### src/rtl/fp32_pkg.sv
// rtl/fp32_pkg.sv - shared FP32 constants, operand classification and divider states
package fp32_pkg;

   localparam int          EXP_MAX   = 255;
   localparam int          EXP_BIAS  = 127;
   localparam logic [23:0] QNAN_FRAC = 24'h800000;

   typedef enum logic [1:0] {IDLE, DIV, NORM, DONE} state_t;

   // Denormals are flushed, so any zero exponent counts as zero.
   function automatic logic is_zero(input logic [7:0] e);
      return e == 8'd0;
   endfunction

   function automatic logic is_inf(input logic [7:0] e, input logic [22:0] f);
      return (e == 8'(EXP_MAX)) && (f == 23'd0);
   endfunction

endpackage

### src/rtl/mant_div_step.sv
// rtl/mant_div_step.sv - one combinational radix-2 restoring division step
module mant_div_step (
   input  logic [25:0] r,
   input  logic [23:0] d,
   output logic [25:0] r_next,
   output logic        q
);

   logic [25:0] diff;

   // R stays below 2*D, so the bit shifted out of the top is always zero.
   always_comb begin
      q      = (r >= {2'b00, d});
      diff   = r - {2'b00, d};
      r_next = q ? {diff[24:0], 1'b0} : {r[24:0], 1'b0};
   end

endmodule

### src/rtl/fdiv_iter.sv
// rtl/fdiv_iter.sv - iterative FP32 divider with start/busy/done handshake
module fdiv_iter #(
   parameter int EXP_BIAS = fp32_pkg::EXP_BIAS,
   parameter int QBITS    = 25
) (
   input  logic        clk,
   input  logic        rst,
   input  logic        start,
   input  logic        A_sign,
   input  logic [7:0]  A_exp,
   input  logic [22:0] A_frac,
   input  logic        B_sign,
   input  logic [7:0]  B_exp,
   input  logic [22:0] B_frac,
   output logic        busy,
   output logic        done,
   output logic        sign,
   output logic [7:0]  exp,
   output logic [23:0] frac,
   output logic        error,
   output logic        overflow,
   output logic        div_by_zero
);

   import fp32_pkg::*;

   localparam int CW = $clog2(QBITS);

   state_t            state, state_nxt;
   logic [CW-1:0]     cnt;
   logic [25:0]       rem, rem_next;
   logic [23:0]       dvs;
   logic [QBITS-1:0]  quo;
   logic [7:0]        a_exp, b_exp;
   logic              res_sign, q_bit, first;
   logic              a_zero, b_zero, a_inf, b_inf, nan_c, special;
   logic signed [9:0] e_norm;
   logic [23:0]       mant;

   mant_div_step u_step (
      .r      (rem),
      .d      (dvs),
      .r_next (rem_next),
      .q      (q_bit)
   );

   // Classification is only meaningful in the first DIV cycle, while rem still holds {1,A_frac}.
   assign first   = (state == DIV) && (cnt == CW'(QBITS - 1));
   assign a_zero  = is_zero(a_exp);
   assign b_zero  = is_zero(b_exp);
   assign a_inf   = is_inf(a_exp, rem[22:0]);
   assign b_inf   = is_inf(b_exp, dvs[22:0]);
   assign nan_c   = (a_inf && b_inf) || (a_zero && b_zero);
   assign special = nan_c || a_inf || b_inf || a_zero || b_zero;

   assign mant   = quo[QBITS-1] ? quo[QBITS-1 -: 24] : quo[QBITS-2 -: 24];
   assign e_norm = {2'b00, a_exp} - {2'b00, b_exp} + 10'(EXP_BIAS) - {9'd0, ~quo[QBITS-1]};

   assign busy = (state != IDLE);
   assign done = (state == DONE);

   always_ff @(posedge clk) begin
      if (rst) state <= IDLE;
      else     state <= state_nxt;
   end

   always_comb begin
      state_nxt = state;
      case (state)
         IDLE:    if (start) state_nxt = DIV;
         DIV: begin
            if (first && special) state_nxt = DONE;
            else if (cnt == '0)   state_nxt = NORM;
         end
         NORM:    state_nxt = DONE;
         DONE:    state_nxt = IDLE;
         default: state_nxt = IDLE;
      endcase
   end

   always_ff @(posedge clk) begin
      if (rst) begin
         cnt         <= '0;
         rem         <= '0;
         dvs         <= '0;
         quo         <= '0;
         a_exp       <= '0;
         b_exp       <= '0;
         res_sign    <= 1'b0;
         sign        <= 1'b0;
         exp         <= '0;
         frac        <= '0;
         error       <= 1'b0;
         overflow    <= 1'b0;
         div_by_zero <= 1'b0;
      end else begin
         case (state)
            IDLE: if (start) begin
               a_exp       <= A_exp;
               b_exp       <= B_exp;
               res_sign    <= A_sign ^ B_sign;
               rem         <= {3'b001, A_frac};
               dvs         <= {1'b1, B_frac};
               cnt         <= CW'(QBITS - 1);
               error       <= 1'b0;
               overflow    <= 1'b0;
               div_by_zero <= 1'b0;
            end
            DIV: begin
               if (first && special) begin
                  sign <= res_sign;
                  if (nan_c) begin
                     exp   <= 8'(EXP_MAX);
                     frac  <= QNAN_FRAC;
                     error <= 1'b1;
                  end else if (a_inf) begin
                     exp  <= 8'(EXP_MAX);
                     frac <= '0;
                  end else if (b_inf) begin
                     exp  <= '0;
                     frac <= '0;
                  end else if (b_zero) begin
                     exp         <= 8'(EXP_MAX);
                     frac        <= '0;
                     div_by_zero <= 1'b1;
                  end else begin
                     exp  <= '0;
                     frac <= '0;
                  end
               end else begin
                  rem <= rem_next;
                  quo <= {quo[QBITS-2:0], q_bit};
                  cnt <= cnt - 1'b1;
               end
            end
            NORM: begin
               sign <= res_sign;
               if (e_norm >= $signed(10'(EXP_MAX))) begin
                  exp      <= 8'(EXP_MAX);
                  frac     <= '0;
                  overflow <= 1'b1;
               end else if (e_norm <= 10'sd0) begin
                  exp  <= '0;
                  frac <= '0;
               end else begin
                  exp  <= e_norm[7:0];
                  frac <= mant;
               end
            end
            default: ;
         endcase
      end
   end

endmodule
### config.mk
export PLATFORM = sky130hd
export DESIGN_NAME = fdiv_iter
export DESIGN_NICKNAME = d
export VERILOG_FILES = /design/src/rtl/fp32_pkg.sv /design/src/rtl/mant_div_step.sv /design/src/rtl/fdiv_iter.sv
export SDC_FILE = /design/constraint.sdc
export NUM_CORES = 1
export LEC_CHECK = 0
export CAP_MARGIN = 20
export CORE_ASPECT_RATIO = 0.7
export CORE_MARGIN = 1
export CORE_UTILIZATION = 56
export CTS_CLUSTER_SIZE = 40
export DETAILED_ROUTE_END_ITERATION = 12
export PLACE_DENSITY = 0.81
export SYNTH_ARGS = -nofsm -noshare
export SYNTH_HDL_FRONTEND = slang
export SYNTH_SLANG_ARGS = --single-unit
### constraint.sdc
create_clock -name clk -period 4 [get_ports clk]
set_clock_uncertainty 0.1 [all_clocks]
set_input_delay 0.8 -clock clk [delete_from_list [all_inputs] [get_ports clk]]
set_output_delay 0.8 -clock clk [all_outputs]
set_load 0.01 [all_outputs]
==> key figures <==
Finish
  • Fin util: 72.1%
  • Commonest non-fill, non-tap cell in the layout: nand2_1
  • ANT cells: 0
  • Most frequent cells in the layout: 137 x nand2_1, 135 x dfxtp_1, 103 x clkdlybuf4s50_1, 87 x nor2_1, 75 x a21oi_1
  • Nets: 1153
  • Design Area, Final: 0.00960 mm2
  • Layout cells sized above 1: 7.90%
  • P&R area growth vs syn: 24.4%

Power and ir drop
  • Pwr dens: 1040 mW/mm2
  • Sw Pwr: 4.62 mW
  • Peak supply drop: 0.614 mV
  • Clk pwr share: 15.9%
  • P_int: 5.36 mW
  • Leak: 3.73 nW
  • Part of the power in registers: 19.0%
  • Combinational Power Share: 65.1%
  • Net Sw Frac: 46.3%

Synthesis
  • Unique masters post-synth: 72
  • Largest family of logic cells by synthesized area: compound AO/OA/AOI/OAI gates
  • Sequential share of the synthesized area: 35.0%
  • Mux contribution to synthesized area: 8.14%
  • #FFs+latches synth: 135
  • Synthesized area per cell: 8.20 um2
  • Mapped Area: 0.00771 mm2
  • Xor-xnor portion of the synthesized cell area: 3.52%
  • Synth Area in Compound Gates: 20.6%
  • Syn Inst Count: 941
  • Syn_nets: 1057
  • Leading register cell type out of synthesis: dfxtp_1
  • Post-Synth Adder-Cell Area: 8.24%
  • Simple-gate area share of the yosys netlist: 19.2%
  • YS warnings: 0
  • Number of synthesized flops with an enable pin: 0
  • Asr flop ratio synth: 0%

STA
  • Hold Worst Slack: 351 ps
  • F_max: 263 MHz
  • Max Slew Vio Count: 0
  • Post-route clock period utilization: 95.0%
  • Setup TNS Final: 0 ps
  • Slew @ Worst Pin: 927 ps
  • Slew margin rel.: 38.2%
  • Final Hold Viols: 0
  • Final setup viols: 0
  • Final min period: 3800 ps

Route
  • Final ANT Viol Nets: 0
  • Vias: 7308
  • DRC viols: 0
  • Overall routed net length: 20600 um
  • DRT iter0 DRCs: 579
  • Wire per inst: 16.7 um
  • Vias per cell: 5.92
  • TritonRoute pass-1 iters: 6

Status
  • Status: finished clean

CTS
  • Clk buf depth: 2
  • Htree depth: 4
  • # clock sinks: 135
  • Clk root buf: clkbuf_16
  • Clk_lat worst skew: 430 ps
  • CTS clock-pin slew for the worst setup and hold paths: 70 ps
  • Cts bufs inserted: 17
  • CTS tree: done

Job
  • Maxcap violations: 0

Setup path
  • R2R Path End: frac[2]
  • Flop2flop setup slack: 200 ps
  • CP endpoint: frac[2]
  • R2R depth: 17
  • Critical setup path kind: register to register
  • Worst reg2reg path startpoint: b_exp[1]
  • CP Capture Type: register
  • Crit start category: register
  • Worst-path maximum fanout: 23
  • Worst Setup SP: b_exp[1]
  • Worst EP arrival: 4040 ps
  • Worst EP required: 4250 ps

Floorplan
  • Die X: 142 um
  • Die footprint: 0.0143 mm2
  • I/O pin total: 105
  • Die extent in y: 100 um
  • Core area: 0.0133 mm2
  • Core Rows: 35
  • Initial Utilization: 57.9%

Placement
  • Placer Congestion: 0.918
  • Port Buffers: 104
  • DP HPWL: 14500 um
  • Placed Area: 0.00892 mm2

Hold path
  • Worst hold-check path type: register to register

GRT
  • GRT overflow: 0
  • Vias in the first global route: 6609
  • GRT Total Usage: 29.6%
  • First-pass GRT wire length: 33200 um
  • Initial antenna violation count: 0
  • Largest net degree at the start of global routing: 56
-- critical path, stage by stage (launching register included) --
cell	delay, ps
dfxtp_1	370
inv_1	90
ha_1	280
a21o_1	180
a21o_1	190
a21o_1	180
a21o_1	210
a21o_1	180
a21oi_1	180
xnor2_1	140
ha_1	270
nor2_1	90
a21oi_1	200
xor2_1	260
o31a_1	270
nand4_1	130
buf_6	210
o21ai_0	200
-- routing by layer --
metal	wire, um	vias to the layer above	track usage (%)
met4	257	0	7.94
met3	1560	29	6.25
li1	-	3563	-
met5	0	-	0
met1	9960	3423	42.6
met2	8830	293	44.5
-- registers in the layout, indices dropped and copies added (netlist names) --
| name | cells |
|---|---|
| error | 1 |
| quo | 25 |
| div_by_zero | 1 |
| cnt | 5 |
| state | 2 |
| rem | 26 |
| res_sign | 1 |
| dvs | 24 |
| b_exp | 8 |
| a_exp | 8 |
| sign | 1 |
| exp | 8 |
| frac | 24 |
| overflow | 1 |
-- power by group through the flow --
stage               Combinational (mW)  Sequential, mW  Clock (mW)
floorplan                         4.57            1.84           0
global placement                  5.81            1.90           0
detailed placement                5.88            1.91           0
CTS                               5.96            1.88        1.60
global route                      7.08            1.93        1.65
finish                            6.50            1.89        1.59
-- logic make-up after synthesis --
kind of cell             Yosys count
AND/OR/NAND/NOR                  325
AO/OA/AOI/OAI                    238
flip-flops                       135
buffers and inverters            101
multiplexers                      62
adder cells (fa/ha/maj)           49
XOR/XNOR                          31
-- final cells by class --
type | instances | area, um2
Multi-Input combinational cell | 705 | 4680
Fill cell | 1069 | 3710
Sequential cell | 135 | 2700
Timing Repair Buffer | 122 | 1180
Clock buffer | 18 | 439
Tap cell | 185 | 231
Inverter | 56 | 210
Clock inverter | 14 | 153
-- cells in the mapped netlist, drive strengths merged (12+ instances only) --
master,count,area [um2]
nand2,138,521
dfxtp,135,2700
nor2,88,330
a21oi,77,385
inv,56,210
mux2i,56,561
ha,46,576
o21ai,43,219
clkbuf,33,124
nor3,19,95.1
a211oi,17,128
xnor2,17,149
nor4,16,106
nand4,15,93.8
xor2,14,123
a22oi,13,97.6
buf,12,67.6
-- stage by stage --
stage,setup WS (ps),instances,power (mW)
floorplan,434,941,6.41
global placement,291,1201,7.71
detailed placement,146,1201,7.79
CTS,114,1233,9.44
global route,-96.5,1235,10.7
finish,201,1235,9.98
-- worst min path at each step --
| stage | from | endpoint | slack [ps] | cells past startpoint |
|---|---|---|---|---|
| after detailed placement | frac[16] | frac[16] | 340 | 2 |
| final | frac[8] | frac[8] | 350 | 2 |
| after CTS | frac[16] | frac[16] | 360 | 2 |
| after global routing | rem[25] | rem[25] | 370 | 2 |
| after floorplan | dvs[23] | dvs[23] | 340 | 2 |
| after global placement | frac[8] | frac[8] | 330 | 2 |
-- timing repair --
| item | 4_1_cts | 5_1_grt |
|---|---|---|
| hold buffers | 0 | 0 |
| gates resized for setup | 0 | 12 |
| setup buffers | 0 | 2 |
| endpoints found under the setup margin | 0 | 33 |
Note: power is estimated with default switching activity, not from simulation.
